**src/rtl/median_pkg.sv**
```systemverilog
// ---------------------------------------------------------------------------
// median_pkg
// Shared definitions for the median frame sequencer:
//   - state_t  : sequencer FSM states
//   - WIN_TAPS : taps in the 3x3 window
//   - PIX_W    : pixel width in bits
//   - clamp()  : saturate an integer into [lo, hi]
// ---------------------------------------------------------------------------
package median_pkg;

  typedef enum logic [2:0] {
    IDLE,
    FETCH,
    DRAIN,
    FILT,
    WRITE
  } state_t;

  localparam int WIN_TAPS = 9;
  localparam int PIX_W    = 8;

  function automatic int clamp(input int v, input int lo, input int hi);
    if (v < lo)
      return lo;
    else if (v > hi)
      return hi;
    else
      return v;
  endfunction

endpackage

```
**src/rtl/median_tap_addr_gen.sv**
```systemverilog
// ---------------------------------------------------------------------------
// median_tap_addr_gen
// Combinational mapping of the current pixel position and tap number to the
// clamped source address of that tap.
//   tap k = 3*dr + dc, r' = clamp(r+dr-1), c' = clamp(c+dc-1),
//   addr  = c'*ROW + r'
// The column products c'*ROW are never computed here; the caller supplies
// the left/centre/right column base addresses as running registers.
// Ports:
//   r, c     in  current row / column
//   base_l   in  (c-1)*ROW (meaningless when c == 0)
//   base_c   in  c*ROW
//   base_r   in  (c+1)*ROW (meaningless when c == COL-1)
//   k        in  tap number 0..8
//   addr     out clamped source address of tap k
// ---------------------------------------------------------------------------
module median_tap_addr_gen
  import median_pkg::*;
#(
  parameter int ROW    = 430,
  parameter int COL    = 554,
  parameter int ADDR_W = 18
) (
  input  logic [ADDR_W-1:0] r,
  input  logic [ADDR_W-1:0] c,
  input  logic [ADDR_W-1:0] base_l,
  input  logic [ADDR_W-1:0] base_c,
  input  logic [ADDR_W-1:0] base_r,
  input  logic [3:0]        k,
  output logic [ADDR_W-1:0] addr
);

  localparam logic [ADDR_W-1:0] COL_M1 = ADDR_W'(COL - 1);

  int                dr;
  int                dc;
  int                rv;
  logic [ADDR_W-1:0] col_base;

  always_comb begin
    dr       = 0;
    dc       = 0;
    rv       = 0;
    col_base = base_c;
    // Split k into row/column offsets without a divider.
    if (k >= 4'd6)
      dr = 2;
    else if (k >= 4'd3)
      dr = 1;
    dc = int'(k) - 3 * dr;
    rv = clamp(int'(r) + dr - 1, 0, ROW - 1);
    // Column clamp: at the frame edges the neighbour column collapses onto c.
    case (dc)
      0:       col_base = (c == '0)     ? base_c : base_l;
      2:       col_base = (c == COL_M1) ? base_c : base_r;
      default: col_base = base_c;
    endcase
    addr = col_base + rv[ADDR_W-1:0];
  end

endmodule

```
**src/rtl/median_frame_sequencer.sv**
```systemverilog
// ---------------------------------------------------------------------------
// median_frame_sequencer
// Drives a 3x3 median filter over a ROW x COL 8-bit image, column-major
// (pixel index = c*ROW + r, r fastest). Per pixel: fetch the 3x3 window from
// the synchronous-read source RAM, present it to the filter, then write the
// filter's registered result to the destination RAM.
//
// Optional build macro: MEDIAN_WINDOW_REUSE_EN
//   When defined, pixels with r > 0 reuse rows r-1 and r of the previous
//   window and only fetch the three taps of row r+1 (6 cycles per pixel).
//
// Ports:
//   clk        in   clock, rising edge
//   rst        in   asynchronous active-high reset
//   start      in   frame request, only honoured in IDLE
//   busy       out  frame in progress
//   done       out  one-cycle pulse after the last pixel write
//   rd_en      out  source RAM read strobe
//   rd_addr    out  source RAM address
//   rd_data    in   source RAM data, one cycle after rd_en
//   pixel_idx  out  pixel index presented to the filter (zero-extended)
//   win_data   out  3x3 window, byte k = tap k = 3*dr + dc
//   filt_data  in   filter result (registered by the filter)
//   wr_en      out  destination RAM write strobe
//   wr_addr    out  destination address (= pixel index)
//   wr_data    out  destination data
// ---------------------------------------------------------------------------
module median_frame_sequencer
  import median_pkg::*;
#(
  parameter int ROW    = 430,
  parameter int COL    = 554,
  parameter int ADDR_W = 18
) (
  input  logic                      clk,
  input  logic                      rst,
  input  logic                      start,
  output logic                      busy,
  output logic                      done,
  output logic                      rd_en,
  output logic [ADDR_W-1:0]         rd_addr,
  input  logic [PIX_W-1:0]          rd_data,
  output logic [31:0]               pixel_idx,
  output logic [WIN_TAPS*PIX_W-1:0] win_data,
  input  logic [PIX_W-1:0]          filt_data,
  output logic                      wr_en,
  output logic [ADDR_W-1:0]         wr_addr,
  output logic [PIX_W-1:0]          wr_data
);

  localparam logic [ADDR_W-1:0] ROW_A  = ADDR_W'(ROW);
  localparam logic [ADDR_W-1:0] ROW_M1 = ADDR_W'(ROW - 1);
  localparam logic [ADDR_W-1:0] COL_M1 = ADDR_W'(COL - 1);

  state_t            state;
  state_t            state_nxt;
  logic [3:0]        k;
  logic [ADDR_W-1:0] r;
  logic [ADDR_W-1:0] c;
  logic [ADDR_W-1:0] pix;
  logic [ADDR_W-1:0] base_l;
  logic [ADDR_W-1:0] base_c;
  logic [ADDR_W-1:0] base_r;
  logic [ADDR_W-1:0] tap_addr;
  logic              last_pix;
  logic              vld_p1;
  logic [3:0]        tap_p1;
  logic [PIX_W-1:0]  win [WIN_TAPS];

  median_tap_addr_gen #(
    .ROW    (ROW),
    .COL    (COL),
    .ADDR_W (ADDR_W)
  ) u_tap_addr (
    .r      (r),
    .c      (c),
    .base_l (base_l),
    .base_c (base_c),
    .base_r (base_r),
    .k      (k),
    .addr   (tap_addr)
  );

  assign last_pix  = (r == ROW_M1) && (c == COL_M1);
  assign pixel_idx = {{(32 - ADDR_W){1'b0}}, pix};

  always_comb begin
    win_data = '0;
    for (int i = 0; i < WIN_TAPS; i++)
      win_data[i*PIX_W +: PIX_W] = win[i];
  end

  // Next state and strobes; outputs are zero outside their own state so a
  // reset silences both RAM ports at once.
  always_comb begin
    state_nxt = state;
    rd_en     = 1'b0;
    rd_addr   = '0;
    wr_en     = 1'b0;
    wr_addr   = '0;
    wr_data   = '0;
    case (state)
      IDLE: begin
        if (start)
          state_nxt = FETCH;
      end
      FETCH: begin
        rd_en   = 1'b1;
        rd_addr = tap_addr;
        if (k == 4'd8)
          state_nxt = DRAIN;
      end
      DRAIN: state_nxt = FILT;
      FILT:  state_nxt = WRITE;
      WRITE: begin
        wr_en     = 1'b1;
        wr_addr   = pix;
        wr_data   = filt_data;
        state_nxt = last_pix ? IDLE : FETCH;
      end
      default: state_nxt = IDLE;
    endcase
  end

  always_ff @(posedge clk or posedge rst) begin
    if (rst) begin
      state  <= IDLE;
      busy   <= 1'b0;
      done   <= 1'b0;
      k      <= '0;
      r      <= '0;
      c      <= '0;
      pix    <= '0;
      base_l <= '0;
      base_c <= '0;
      base_r <= '0;
      vld_p1 <= 1'b0;
      tap_p1 <= '0;
      for (int i = 0; i < WIN_TAPS; i++)
        win[i] <= '0;
    end else begin
      state <= state_nxt;
      busy  <= (state_nxt != IDLE);
      done  <= (state == WRITE) && last_pix;

      // Read return stage: the tap issued last cycle lands in its byte now.
      vld_p1 <= rd_en;
      tap_p1 <= k;
      if (vld_p1)
        win[tap_p1] <= rd_data;

      case (state)
        IDLE: begin
          if (start) begin
            k      <= '0;
            r      <= '0;
            c      <= '0;
            pix    <= '0;
            base_c <= '0;
            base_l <= '0 - ROW_A;
            base_r <= ROW_A;
          end
        end
        FETCH: k <= k + 4'd1;
        WRITE: begin
          if (!last_pix) begin
            pix <= pix + 1'b1;
            if (r == ROW_M1) begin
              r      <= '0;
              c      <= c + 1'b1;
              base_l <= base_l + ROW_A;
              base_c <= base_c + ROW_A;
              base_r <= base_r + ROW_A;
              k      <= '0;
            end else begin
              r <= r + 1'b1;
`ifdef MEDIAN_WINDOW_REUSE_EN
              // Rows r and r+1 of this window become rows r-1 and r of the
              // next one; only the new bottom row is fetched.
              for (int i = 0; i < 6; i++)
                win[i] <= win[i+3];
              k <= 4'd6;
`else
              k <= '0;
`endif
            end
          end
        end
        default: ;
      endcase
    end
  end

endmodule

```
**config.mk**
```make
export PLATFORM = sky130hd
export DESIGN_NAME = median_frame_sequencer
export DESIGN_NICKNAME = d
export VERILOG_FILES = /design/src/rtl/median_pkg.sv /design/src/rtl/median_tap_addr_gen.sv /design/src/rtl/median_frame_sequencer.sv
export SDC_FILE = /design/constraint.sdc
export NUM_CORES = 1
export LEC_CHECK = 0
export BUFFER_PORTS_ARGS = -buffer_cell sky130_fd_sc_hd__buf_2
export CORE_UTILIZATION = 45
export CTS_CLUSTER_DIAMETER = 60
export DETAILED_ROUTE_END_ITERATION = 12
export PLACE_DENSITY = 0.65
export REMOVE_ABC_BUFFERS = 1
export SYNTH_ARGS = -nofsm -noshare
export SYNTH_HDL_FRONTEND = slang
export SYNTH_SLANG_ARGS = --single-unit
```
**constraint.sdc**
```tcl
create_clock -name clk -period 7.8 [get_ports clk]
set_input_delay 0.39 -clock clk [delete_from_list [all_inputs] [get_ports clk]]
set_output_delay 0.39 -clock clk [all_outputs]
set_load 0.02 [all_outputs]
```
==> impl_metrics.xml <==
<?xml version="1.0" encoding="UTF-8"?>
<metrics>
  <group name="status">
    <metric name="run_status" unit="">complete, no violations</metric>
  </group>
  <group name="sta">
    <metric name="setup_viol_count_final" unit="">0</metric>
    <metric name="max-slew-margin-rel" unit="%">39.41</metric>
    <metric name="timing.fmax" unit="MHz">135.3</metric>
    <metric name="post-route-min-period" unit="ps">7393</metric>
    <metric name="tightest_slew" unit="ps">900.5</metric>
    <metric name="fin_crit_sh" unit="%">94.78</metric>
    <metric name="setup-tns-final" unit="ps">0</metric>
    <metric name="final-hold-violation-count" unit="">0</metric>
    <metric name="clock_skew" unit="ps">13.50</metric>
    <metric name="maxSlewViolCount" unit="">0</metric>
    <metric name="worst_hold_slack" unit="ps">103.0</metric>
  </group>
  <group name="die">
    <metric name="floorplan.die.height" unit="um">161.1</metric>
    <metric name="ios" unit="">171</metric>
    <metric name="die_area" unit="um^2">25950</metric>
    <metric name="die_x" unit="um">161.1</metric>
    <metric name="floorplan.initialDensity" unit="%">46.29</metric>
    <metric name="core_area" unit="um^2">24600</metric>
    <metric name="std_cell_rows" unit="">57</metric>
  </group>
  <group name="worst_setup_path">
    <metric name="critPathCaptureType" unit="">output pin</metric>
    <metric name="critPathSlowestCell" unit="">sky130_fd_sc_hd__or4_4</metric>
    <metric name="timing.setup.critical_path_class" unit="">flop to output pin</metric>
    <metric name="worst-path-max-fanout" unit="">9</metric>
    <metric name="critical_path_arrival" unit="ps">7000</metric>
    <metric name="slowest_delay" unit="ps">540</metric>
    <metric name="crit_path_start_kind" unit="">flop</metric>
    <metric name="timing.critical_path.required" unit="ps">7410</metric>
    <metric name="crit_top_cell" unit="">sky130_fd_sc_hd__ha_1</metric>
  </group>
  <group name="synthesis">
    <metric name="synthesized_area_fraction_occupied_by_ao_oa_aoi_and_oai_cells" unit="%">10.70</metric>
    <metric name="number_of_synthesized_flops_with_an_enable_pin" unit="">0</metric>
    <metric name="post_synth_and_or_nand_nor_area_fraction" unit="%">18.83</metric>
    <metric name="synth.lib_cells_used.distinct" unit="">63</metric>
    <metric name="synth_ff_type" unit="">sky130_fd_sc_hd__dfrtp_1</metric>
    <metric name="yosysWarningCount" unit="">0</metric>
    <metric name="synth_mux_area_share" unit="%">7.493</metric>
    <metric name="ys_seq_area_share" unit="%">41.97</metric>
    <metric name="yosys.area_share.adder" unit="%">8.723</metric>
    <metric name="synthXorXnorAreaFrac" unit="%">7.768</metric>
    <metric name="synthesis.area" unit="um^2">11390</metric>
    <metric name="postSynthRegisterBits" unit="">191</metric>
    <metric name="synth_top_family_by_area" unit="">simple AND/OR/NAND/NOR gates</metric>
    <metric name="async_flop_share" unit="%">100.0</metric>
    <metric name="syn-instance-count" unit="">1182</metric>
    <metric name="syn-mean-instance-area" unit="um^2">9.635</metric>
  </group>
  <group name="placed_design">
    <metric name="io_buffers" unit="">156</metric>
    <metric name="globalplace.congestion" unit="">0.8350</metric>
    <metric name="place_hpwl" unit="um">19290</metric>
    <metric name="place.detailed.instances" unit="">1644</metric>
  </group>
  <group name="drt">
    <metric name="dr.pass1.iters" unit="">7</metric>
    <metric name="remaining_drc_errors" unit="">0</metric>
    <metric name="detailedRoute.firstIterationViolations" unit="">645</metric>
    <metric name="detail_route.wirelength" unit="um">26450</metric>
    <metric name="routed_via_density" unit="">5.381</metric>
    <metric name="dr_total_vias" unit="">9035</metric>
    <metric name="ant_nets" unit="">0</metric>
    <metric name="detail_route.wl_per_cell" unit="um">15.75</metric>
  </group>
  <group name="grt">
    <metric name="grt_start_max_net_pins" unit="">123</metric>
    <metric name="globalRouteMet1Util" unit="%">28.31</metric>
    <metric name="grt_first_pass_wirelength" unit="um">43460</metric>
    <metric name="grt_use_met3" unit="%">3.107</metric>
    <metric name="antenna_found_initial" unit="">0</metric>
    <metric name="grt.total_usage" unit="%">20.76</metric>
    <metric name="grt_overflow" unit="">0</metric>
    <metric name="first_global_vias" unit="">8403</metric>
    <metric name="grt_use_met2" unit="%">34.48</metric>
    <metric name="globalRoute.busiestLayer" unit="">met2</metric>
  </group>
  <group name="clock_tree">
    <metric name="numClockSinks" unit="">191</metric>
    <metric name="clock_latency" unit="ps">440</metric>
    <metric name="master_cell_of_the_clock_root_buffer" unit="">sky130_fd_sc_hd__clkbuf_16</metric>
    <metric name="cts_buffers" unit="">17</metric>
    <metric name="clk_path_buf_depth" unit="">2</metric>
    <metric name="tritoncts" unit="">yes</metric>
    <metric name="htree_levels" unit="">4</metric>
    <metric name="cts-hold-fix-buffers" unit="">0</metric>
    <metric name="clkSlewWorstSetupHoldPaths" unit="ps">80</metric>
  </group>
  <group name="pwr">
    <metric name="leakage" unit="nW">6.433</metric>
    <metric name="powerDensity" unit="nW/um^2">167.3</metric>
    <metric name="ir_drop" unit="mV">0.1087</metric>
  </group>
  <group name="cells_and_area">
    <metric name="drive_above_1_share" unit="%">21.99</metric>
    <metric name="num_antenna_cells" unit="">0</metric>
    <metric name="layout.nets" unit="">1438</metric>
    <metric name="area_growth" unit="%">15.77</metric>
    <metric name="final-instance-count-excl-fill" unit="">1679</metric>
  </group>
  <group name="min_path">
    <metric name="worstHoldPathType" unit="">input pin to async pin</metric>
  </group>
  <group name="flow_run">
    <metric name="max_cap_viol_count" unit="">0</metric>
  </group>
</metrics>
## synth_stat cells (all sizes together) (4+ instances only)
master / number / area share [%]
clkbuf: 34 / 1.1
and4: 6 / 0.46
xnor2: 40 / 3.1
buf: 17 / 1.0
or3: 19 / 1.0
dfrtp: 191 / 42
o21a: 7 / 0.46
a21oi: 51 / 2.3
nand3: 36 / 1.6
a2111oi: 4 / 0.58
nand3b: 5 / 0.33
nor3b: 8 / 0.53
fa: 4 / 0.70
o22ai: 7 / 0.51
nor3: 18 / 0.79
inv: 68 / 2.2
nand4: 31 / 1.7
nor2: 128 / 4.2
a31oi: 6 / 0.33
a222oi: 12 / 1.1
and3: 39 / 2.1
nand2: 103 / 3.4
o21ai: 45 / 2.0
mux2: 74 / 7.3
nor4: 8 / 0.44
and2: 8 / 0.44
nor2b: 8 / 0.44
o21bai: 4 / 0.26
xor2: 61 / 4.7
ha: 73 / 8.0
a21o: 15 / 0.99
a211oi: 10 / 0.77
nand2b: 8 / 0.44
## power by group
part,internal (W),switching (W)
combinational,0.000103,0.000177
clock,0.000457,0.000431
sequential,0.00102,0.0000210
## critical path, delay by kind of cell (launching register included)
| family | cells | cell delay, ps |
|---|---|---|
| AND/OR/NAND/NOR | 9 | 2030 |
| buffers and inverters | 3 | 440 |
| AO/OA/AOI/OAI | 9 | 1820 |
| flip-flops | 1 | 470 |
| XOR/XNOR | 2 | 310 |
| adder cells (fa/ha/maj) | 5 | 1480 |
## flip-flops by register name, indices dropped and copies added, names as in the netlist
name      flops
r            18
k             4
state         3
done          1
busy          1
vld_p1        1
pix          18
base_l       17
base_r       17
c            18
base_c       17
win_data     72
tap_p1        4
## through the flow
stage | util, % | setup WS [ps] | total power [W] | area, um^2
after floorplan | - | -807.7 | 0.001250 | 11230
after global placement | 50.84 | 612.7 | 0.001331 | 12510
after detailed placement | 50.84 | 448.6 | 0.001333 | 12510
after CTS | 53.28 | 54.85 | 0.002222 | 13110
after global routing | 53.58 | -42.35 | 0.002294 | 13180
final | 53.58 | 407.4 | 0.002206 | 13180
## what timing repair did
action	4_1_cts	5_1_grt
resized for setup	0	10
buffers inserted	0	3
pin swaps	1	3
endpoints found under the setup margin	1	4
## cell usage in the layout, fill, tap and decap left out, types with 16 or more instances in the layout
master	netlist	final
sky130_fd_sc_hd__nand3_1	36	36
sky130_fd_sc_hd__xnor2_1	40	40
sky130_fd_sc_hd__nor2_1	128	128
sky130_fd_sc_hd__nor3_1	18	16
sky130_fd_sc_hd__or3_1	19	19
sky130_fd_sc_hd__inv_1	68	67
sky130_fd_sc_hd__conb_1	2	25
sky130_fd_sc_hd__nand2_1	103	103
sky130_fd_sc_hd__clkbuf_16	0	17
sky130_fd_sc_hd__mux2_2	74	74
sky130_fd_sc_hd__and3_1	39	39
sky130_fd_sc_hd__xor2_1	61	61
sky130_fd_sc_hd__buf_2	2	156
sky130_fd_sc_hd__dfrtp_1	191	189
sky130_fd_sc_hd__o21ai_0	42	42
sky130_fd_sc_hd__nand4_1	31	31
sky130_fd_sc_hd__ha_1	73	71
sky130_fd_sc_hd__a21oi_1	50	50
## worst paths after layout
path | end | cells past startpoint | slack [ps] | startpoint
setup / recovery | rd_addr[17] | 28 | 410 | k[1]
hold / removal | win_data[34] | 2 | 100 | rst
setup reg to reg | base_l[12] | 11 | 3880 | r[17]
hold reg to reg | tap_p1[0] | 0 | 450 | k[0]
max in group asynchronous | r[7] | 3 | 6240 | rst
min in group clk | win_data[48] | 2 | 330 | rd_data[0]
## layout make-up
cell class / count / area [um^2]
fillers: 2254 / 11420
clock inverters: 15 / 175.2
repair buffers: 169 / 878.3
inverters: 69 / 266.5
clock buffers: 17 / 425.4
well taps: 324 / 405.4
flip-flops and latches: 191 / 4782
multi-input cells: 894 / 6251
## kinds of logic after synthesis
| group | Yosys count |
|---|---|
| compound gates | 180 |
| xor+xnor | 101 |
| fa+ha+maj | 77 |
| buf+inv | 120 |
| flops | 191 |
| mux | 76 |
| other cells | 2 |
| simple gates | 435 |
## metal layers
| metal | part of all wire (%) | vias to the layer above |
|---|---|---|
| met3 | 3.9 | 27 |
| met5 | 0 | - |
| li1 | - | 4418 |
| met1 | 47 | 4387 |
| met2 | 47 | 203 |
| met4 | 1.8 | 0 |
Power figures use the tool's default switching activity.
